===== src/rtl/keypad_pkg.sv =====
// keypad_pkg: shared definitions for the 4x4 keypad scanner.
//   state_t   - scanner FSM states
//   COL_RESET - column drive pattern after reset (column 0 low)
//   ROWS_IDLE - row pattern with no key pulling any row low
//   one_low() - true when exactly one bit of an active-low vector is low
//   low_idx() - index of the low bit in a one-hot-low vector
package keypad_pkg;

  typedef enum logic [1:0] {
    SCAN     = 2'd0,
    DEBOUNCE = 2'd1,
    HOLD     = 2'd2,
    RELEASE  = 2'd3
  } state_t;

  localparam logic [3:0] COL_RESET = 4'b1110;
  localparam logic [3:0] ROWS_IDLE = 4'b1111;

  function automatic logic one_low(input logic [3:0] v);
    return ($countones(~v) == 1);
  endfunction

  function automatic logic [1:0] low_idx(input logic [3:0] v);
    logic [1:0] idx;
    idx = 2'd0;
    for (int k = 0; k < 4; k++)
      if (!v[k]) idx = k[1:0];
    return idx;
  endfunction

endpackage


===== src/rtl/keypad_tick_gen.sv =====
// keypad_tick_gen: free-running divider producing the scan tick.
//   clk  - system clock
//   rst  - asynchronous reset, active-low
//   tick - one-cycle pulse every SCAN_DIV clocks (when divider == SCAN_DIV-1)
module keypad_tick_gen #(
  parameter int SCAN_DIV = 12000
) (
  input  logic clk,
  input  logic rst,
  output logic tick
);

  localparam int DW = (SCAN_DIV > 1) ? $clog2(SCAN_DIV) : 1;
  localparam logic [DW-1:0] LAST = DW'(SCAN_DIV - 1);

  logic [DW-1:0] div;

  assign tick = (div == LAST);

  always_ff @(posedge clk or negedge rst) begin
    if (!rst)      div <= '0;
    else if (tick) div <= '0;
    else           div <= div + 1'b1;
  end

endmodule


===== src/rtl/keypad_scan.sv =====
// keypad_scan: 4x4 matrix keypad scanner with debounce and release tracking.
//   clk       - system clock
//   rst       - asynchronous reset, active-low
//   row[3:0]  - keypad rows, active-low, asynchronous to clk
//   col[3:0]  - column drive, one-hot-low
//   key_code  - last accepted key, {row_idx, col_idx}
//   key_valid - one-cycle pulse per accepted press
//   key_down  - high from acceptance until the release is accepted
module keypad_scan
  import keypad_pkg::*;
#(
  parameter int SCAN_DIV  = 12000,
  parameter int DEB_TICKS = 20
) (
  input  logic       clk,
  input  logic       rst,
  input  logic [3:0] row,
  output logic [3:0] col,
  output logic [3:0] key_code,
  output logic       key_valid,
  output logic       key_down
);

  localparam int CW = $clog2(DEB_TICKS + 1);
  localparam logic [CW-1:0] DEB_MAX = CW'(DEB_TICKS);
  localparam logic [CW-1:0] CNT_ONE = CW'(1);

  logic tick;

  keypad_tick_gen #(.SCAN_DIV(SCAN_DIV)) u_tick (
    .clk  (clk),
    .rst  (rst),
    .tick (tick)
  );

  // Two-flop synchroniser; rows idle high so reset to all-ones.
  logic [3:0] row_s1, row_s;

  always_ff @(posedge clk or negedge rst) begin
    if (!rst) begin
      row_s1 <= ROWS_IDLE;
      row_s  <= ROWS_IDLE;
    end else begin
      row_s1 <= row;
      row_s  <= row_s1;
    end
  end

  state_t        state, state_n;
  logic [3:0]    col_n, row_lat, row_lat_n, code_n;
  logic [1:0]    col_idx, col_idx_n;
  logic [CW-1:0] deb_cnt, cnt_n;
  logic          valid_n, down_n;

  always_ff @(posedge clk or negedge rst) begin
    if (!rst) begin
      state     <= SCAN;
      col       <= COL_RESET;
      row_lat   <= ROWS_IDLE;
      col_idx   <= 2'd0;
      deb_cnt   <= '0;
      key_code  <= 4'd0;
      key_valid <= 1'b0;
      key_down  <= 1'b0;
    end else begin
      state     <= state_n;
      col       <= col_n;
      row_lat   <= row_lat_n;
      col_idx   <= col_idx_n;
      deb_cnt   <= cnt_n;
      key_code  <= code_n;
      key_valid <= valid_n;
      key_down  <= down_n;
    end
  end

  // Counting happens on ticks; acceptance of a full count (press or
  // release) is taken on the cycle after the count lands, which can never
  // itself be a tick since SCAN_DIV >= 2. Because a full count is always
  // consumed before the next tick, deb_cnt never passes DEB_TICKS.
  always_comb begin
    state_n   = state;
    col_n     = col;
    row_lat_n = row_lat;
    col_idx_n = col_idx;
    cnt_n     = deb_cnt;
    code_n    = key_code;
    valid_n   = 1'b0;
    down_n    = key_down;
    case (state)
      SCAN: begin
        if (tick) begin
          if (one_low(row_s)) begin
            row_lat_n = row_s;
            col_idx_n = low_idx(col);
            cnt_n     = CNT_ONE;
            state_n   = DEBOUNCE;
          end else begin
            col_n = {col[2:0], col[3]};
          end
        end
      end
      DEBOUNCE: begin
        if (deb_cnt == DEB_MAX) begin
          valid_n = 1'b1;
          code_n  = {low_idx(row_lat), col_idx};
          down_n  = 1'b1;
          state_n = HOLD;
        end else if (tick) begin
          if (row_s == row_lat) cnt_n   = deb_cnt + 1'b1;
          else                  state_n = SCAN;
        end
      end
      HOLD: begin
        // Extra keys in the held column keep rows low; only all-idle counts.
        if (tick && row_s == ROWS_IDLE) begin
          cnt_n   = CNT_ONE;
          state_n = RELEASE;
        end
      end
      RELEASE: begin
        if (deb_cnt == DEB_MAX) begin
          down_n  = 1'b0;
          state_n = SCAN;
        end else if (tick) begin
          if (row_s == ROWS_IDLE) cnt_n   = deb_cnt + 1'b1;
          else                    state_n = HOLD;
        end
      end
      default: state_n = SCAN;
    endcase
  end

endmodule


===== config.mk =====
export PLATFORM = sky130hd
export DESIGN_NAME = keypad_scan
export DESIGN_NICKNAME = d
export VERILOG_FILES = /design/src/rtl/keypad_pkg.sv /design/src/rtl/keypad_tick_gen.sv /design/src/rtl/keypad_scan.sv
export SDC_FILE = /design/constraint.sdc
export NUM_CORES = 1
export LEC_CHECK = 0
export CAP_MARGIN = 10
export CORE_MARGIN = 2
export CORE_UTILIZATION = 49
export DETAILED_ROUTE_END_ITERATION = 10
export GPL_ROUTABILITY_DRIVEN = 0
export PLACE_DENSITY = 0.74
export SLEW_MARGIN = 20
export SYNTH_ARGS = -nofsm -noshare
export SYNTH_HDL_FRONTEND = slang
export SYNTH_HIERARCHICAL = 1
export SYNTH_SLANG_ARGS = --single-unit

===== constraint.sdc =====
create_clock -name clk -period 3.3 [get_ports clk]
set_input_delay 0.33 -clock clk [delete_from_list [all_inputs] [get_ports clk]]
set_output_delay 0.33 -clock clk [all_outputs]
set_load 0.05 [all_outputs]

==> impl_metrics.tcl, run 1 <==
set metrics [dict create \
    status "complete, no violations" \
    crit_path_end_kind "register" \
    multi_input_area_um2 889.6 \
    grt_usage 0.1741 \
    syn_inst 180 \
    crit_type "reg -> reg" \
    cts_buffers 5 \
    dp_hpwl_um 2708 \
    power.switching_mw 0.2202 \
    async_flop_share 1.000 \
    dr.pass1.iters 4 \
    drc_errors 0 \
    peakVddDrop_v 0.0002747 \
    rows 23 \
    setup_viol 0 \
    ios 16 \
    leakage_nw 1.097 \
    num_vias 1439 \
    grt_overflow 0 \
    yosysTopAreaCellShare 0.3601 \
    placed_area_mm2 0.002272 \
    rsz0062_at_grt "no" \
    post_cts_buffers 0 \
    routed_wl_um 3752 \
    cts_tree "done" \
    start_util 0.5137 \
    drtIter0Drc 108 \
    final_hold_viol_count 0 \
    synth_top_cell_by_area "dfrtp_1" \
    ys_ff_latch 45 \
    switching_share 0.2334 \
    yosysMostFrequentCell "dfrtp_1" \
    p_seq_frac 0.599 \
    p_comb_frac 0.035 \
    grt_pass1_vias 1492 \
    grt_max_degree 46 \
    numClockSinks 45 \
    powerDensity_mw_per_mm2 399.6 \
    yosysSeqAreaShare 0.5492 \
    timing.final.crit_share 0.8477 \
    ant_nets 0 \
    synth_commonest_cells "30 x dfrtp_1, 15 x dfstp_2, 14 x nor2_1, 11 x nand2_1, 11 x nand3_1" \
    avgSynthCellArea_um2 11.58 \
    ys_top_cells_by_area "dfrtp_1 36%, dfstp_2 19%, mux2_2 4.9%" \
    die_h_um 69.23 \
    setup_tns_ns 0 \
    drive_gt1_frac 0.1850 \
    slew_viol_final 0 \
    grt_pass1_wl_um 6658 \
    cts_root_buffer "clkbuf_8" \
    area_growth_syn_to_layout_pct 13.27 \
    synthDistinctLibCells 43 \
    clock_skew_ns 0.006620 \
    clockBufferDepth 2 \
    die_area_mm2 0.004792 \
    htreeDepth 2 \
    clk_latency_ns 0.30 \
    portBuffers 15 \
    max_freq_mhz 357.5 \
    synth_warnings 6 \
    register_area_mm2 0.001145 \
    synth_edf_count 0 \
    die_w_um 69.23 \
    design_area_mm2 0.002361 \
    fillers 335 \
    hold_path_class "in -> async" \
    wl_per_cell_um 15.01 \
    avgViaCountPerCell 5.756 \
    core_area_mm2 0.004058 \
    cp.required_ns 3.54 \
    drv_cap 0 \
    cts_hold_buffers 0 \
    nNetsFinal 213 \
    final_util 0.5819 \
    internal_power_mw 0.7233 \
    syn-cell-area_mm2 0.002084 \
    clkPwrFrac 0.367 \
    antenna_found_initial 0 \
    arrival_ns 3.04 \
    ys.flop_type "dfrtp_1" \
    tightestPinTransition_ns 0.9704 \
    slew_headroom 0.3531 \
    critPathMaxFanout 10 \
    cp-start-kind "register" \
    postCtsResizedCells 0 \
    diodes 0 \
    period_needed_ns 2.797 \
    synth_nets 194 \
    clk_pin_slew_ns 0.09 \
    holdWs_ns 0.1712 \
]
layer usage:
layer | GRT usage | vias to the layer above | wire length, µm
li1 | - | 676 | -
met1 | 0.2013 | 702 | 1581
met2 | 0.2853 | 49 | 1860
met3 | 0.05378 | 12 | 186
met4 | 0.1002 | 0 | 124
met5 | 0 | - | 0
path summary, 6_finish.rpt:
| kind | cells past startpoint | startpoint | endpoint | slack, ns |
|---|---|---|---|---|
| max in group asynchronous | 1 | rst | key_valid | 2.52 |
| min | 1 | rst | deb_cnt[0] | 0.17 |
| min reg2reg | 0 | row_s1[3] | row_s[3] | 0.36 |
| min in group clk | 0 | row_s1[3] | row_s[3] | 0.36 |
| max reg2reg | 9 | row_s[1] | deb_cnt[4] | 0.50 |
| max | 9 | row_s[1] | deb_cnt[4] | 0.50 |
sequential cells by signal (all words and copies together), names as in the netlist:
name        count
row_s           4
key_code        4
deb_cnt         5
key_valid       1
row_s1          4
key_down        1
col_idx         2
u_tick/div     14
row_lat         4
state           2
col             4
per-stage QoR:
stage	cells	power, mW	setup slack [ns]
3_5_place_dp	242	0.6089	0.5151
4_1_cts	250	0.9593	0.4933
3_3_place_gp	242	0.6056	0.6701
6_report	250	0.9435	0.5026
2_1_floorplan	180	0.5874	0.7250
5_1_grt	250	0.9847	0.3265
logic make-up after synthesis:
logic type,synth area share
AO/OA/AOI/OAI,0.06843
XOR/XNOR,0.05882
adder cells (fa/ha/maj),0.05162
buffers and inverters,0.02401
flip-flops,0.5492
multiplexers,0.05823
AND/OR/NAND/NOR,0.1897
layout make-up:
class / instances / area share
multi-input combinational: 125 / 0.3768
sequential: 45 / 0.4849
tap: 50 / 0.02650
clock buffer: 5 / 0.02915
clock inverter: 3 / 0.008479
timing repair buffer: 16 / 0.06465
inverter: 6 / 0.009539
layout by cell type (no fill, tap or decap), drive strengths merged, types with 6 or more instances in the layout:
master,instances
a21oi,6
xor2,10
ha,7
clkdlybuf4s50,14
dfstp,15
mux2,9
inv,8
dfrtp,30
nor2,14
nand3,11
nand2,12
critical path, cell delays in order, from the launching register on:
cell and delay [ns]:
dfstp_2 0.59, fa_1 0.43, inv_1 0.07, ha_1 0.15, ha_1 0.23, nor2_1 0.18
nand4b_1 0.11, and3_1 0.32, or4_1 0.56, nand3_1 0.10
power groups by stage:
| stage | clock network [mW] | registers [mW] | logic [mW] |
|---|---|---|---|
| 6_report | 0.346 | 0.565 | 0.0329 |
| 5_1_grt | 0.379 | 0.566 | 0.0395 |
| 4_1_cts | 0.360 | 0.565 | 0.0341 |
| 3_5_place_dp | 0 | 0.575 | 0.0338 |
| 3_3_place_gp | 0 | 0.575 | 0.0311 |
| 2_1_floorplan | 0 | 0.574 | 0.0134 |
(Power assumes the default switching activity.)
==> run 2, diff against run 1 <==
- PLACE_DENSITY: 0.74 -> 0.76
- clock period: 3.3 -> 2.4 ns (I/O delays scaled with it)
==> impl_metrics.tcl, run 2 (synthesized netlist as in run 1, its figures left out) <==
set metrics [dict create \
    ios 16 \
    tightestPinTransition_ns 0.9381 \
    drc_errors 0 \
    setup_viol 0 \
    crit_type "reg -> reg" \
    routed_wl_um 3794 \
    p_seq_frac 0.569 \
    die_area_mm2 0.004792 \
    die_h_um 69.23 \
    die_w_um 69.23 \
    placed_area_mm2 0.002320 \
    crit_path_end_kind "register" \
    nNetsFinal 221 \
    drv_cap 0 \
    diodes 0 \
    slew_headroom 0.3746 \
    mostFrequentLayoutCell "dfrtp_1" \
    status "complete, no violations" \
    grt_pass1_vias 1431 \
    final_hold_viol_count 0 \
    final_util 0.6139 \
    arrival_ns 2.51 \
    cp_cell_sequence "or4b_1 > nor4_2 > nor3b_2 > buf_4 > nand2_1 > mux2_2" \
    cp_slowest_cell "or4b_1" \
    cts_buffers 5 \
    worst_path_largest_cell_delay_ns 0.53 \
    dp_hpwl_um 2678 \
    start_util 0.5137 \
    ant_nets 0 \
    clk_pin_slew_ns 0.08 \
    portBuffers 15 \
    clock_skew_ns 0.002846 \
    cp.required_ns 2.58 \
    regMostFlops "u_tick/div" \
    core_area_mm2 0.004058 \
    mostFrequentLayoutCells "30 x dfrtp_1, 15 x dfstp_2, 14 x clkdlybuf4s50_1" \
    grt_pass1_wl_um 6534 \
    switching_share 0.2132 \
    p_comb_frac 0.051 \
    largestRegisters "u_tick/div (14), deb_cnt (5)" \
    setup_tns_ns 0 \
    area_growth_syn_to_layout_pct 19.51 \
    peakVddDrop_v 0.0004712 \
    cts_tree "done" \
    internal_power_mw 1.074 \
    max_freq_mhz 428.1 \
    clkPwrFrac 0.379 \
    grt_overflow 0 \
    powerDensity_mw_per_mm2 547.7 \
    critPathMaxFanout 4 \
    clockBufferDepth 2 \
    htreeDepth 2 \
    timing.final.crit_share 0.9732 \
    slew_viol_final 0 \
    rows 23 \
    drive_gt1_frac 0.2500 \
    num_vias 1420 \
    cp-start-kind "register" \
    period_needed_ns 2.336 \
    antenna_found_initial 0 \
    avgViaCountPerCell 5.504 \
    hold_path_class "in -> async" \
    wl_per_cell_um 14.71 \
    design_area_mm2 0.002491 \
    power.switching_mw 0.2908 \
    drtIter0Drc 111 \
    worst_slack_ns 0.06423 \
    dr.pass1.iters 4 \
    cts_root_buffer "clkbuf_8" \
    grt_max_degree 46 \
    clk_latency_ns 0.29 \
    numClockSinks 45 \
    leakage_nw 1.154 \
    p_total_mw 1.364 \
    place_ws_ns 0.001199 \
    grt_usage 0.1678 \
    largest_register_ff_count 14 \
]
==> run 2: metal layers <==
metal,GRT usage,vias to the layer above,routed length (µm)
li1,-,692,-
met3,0.03488,5,120
met2,0.2714,27,1933
met1,0.2275,696,1702
met5,0,-,0
met4,0.05229,0,38
==> run 2: what timing repair did <==
action / 4_1_cts / 5_1_grt
pin swaps: 0 / 2
gates resized for setup: 2 / 8
setup buffers: 0 / 2
hold buffers: 0 / 0
endpoints found under the setup margin: 2 / 9
==> run 2: stage by stage <==
step           std cells  hold slack (ns)
2_1_floorplan        180         -0.05559
3_3_place_gp         248           0.3465
3_5_place_dp         248           0.3494
4_1_cts              256           0.1228
5_1_grt              258           0.1640
6_report             258          0.09027
==> run 2: path summary, 6_finish.rpt <==
kind                                start  cells after the start  slack [ns]             to
hold / removal                        rst                      1        0.09       key_down
setup reg to reg           u_tick/div[12]                      6        0.06         col[0]
hold reg to reg                 row_s1[2]                      0        0.36       row_s[2]
max in group asynchronous             rst                      1        1.74  u_tick/div[2]
min in group clk                   row[0]                      1        0.35      row_s1[0]
setup / recovery           u_tick/div[12]                      6        0.06         col[0]
==> run 2: worst max-delay path: cells and delay by family, from the launching register on <==
family        cells  cell delay (ns)
buf+inv           1             0.15
flops             1             0.41
mux               1             0.30
simple gates      4             1.36
==> run 2: layout make-up <==
type                    count  area [µm²]
fillers                   316        1567
clock inverters             2       15.01
clock buffers               6       93.84
inverters                   6       22.52
well taps                  50       62.56
flip-flops and latches     45        1145
repair buffers             24       212.7
multi-input cells         125       939.7
==> run 2: power by group through the flow <==
stage               clock network [mW]  registers (mW)  logic [mW]
floorplan                            0           0.789      0.0201
global placement                     0           0.790      0.0489
detailed placement                   0           0.791      0.0518
CTS                              0.532           0.777      0.0523
global route                     0.571           0.778      0.0776
finish                           0.518           0.776      0.0702
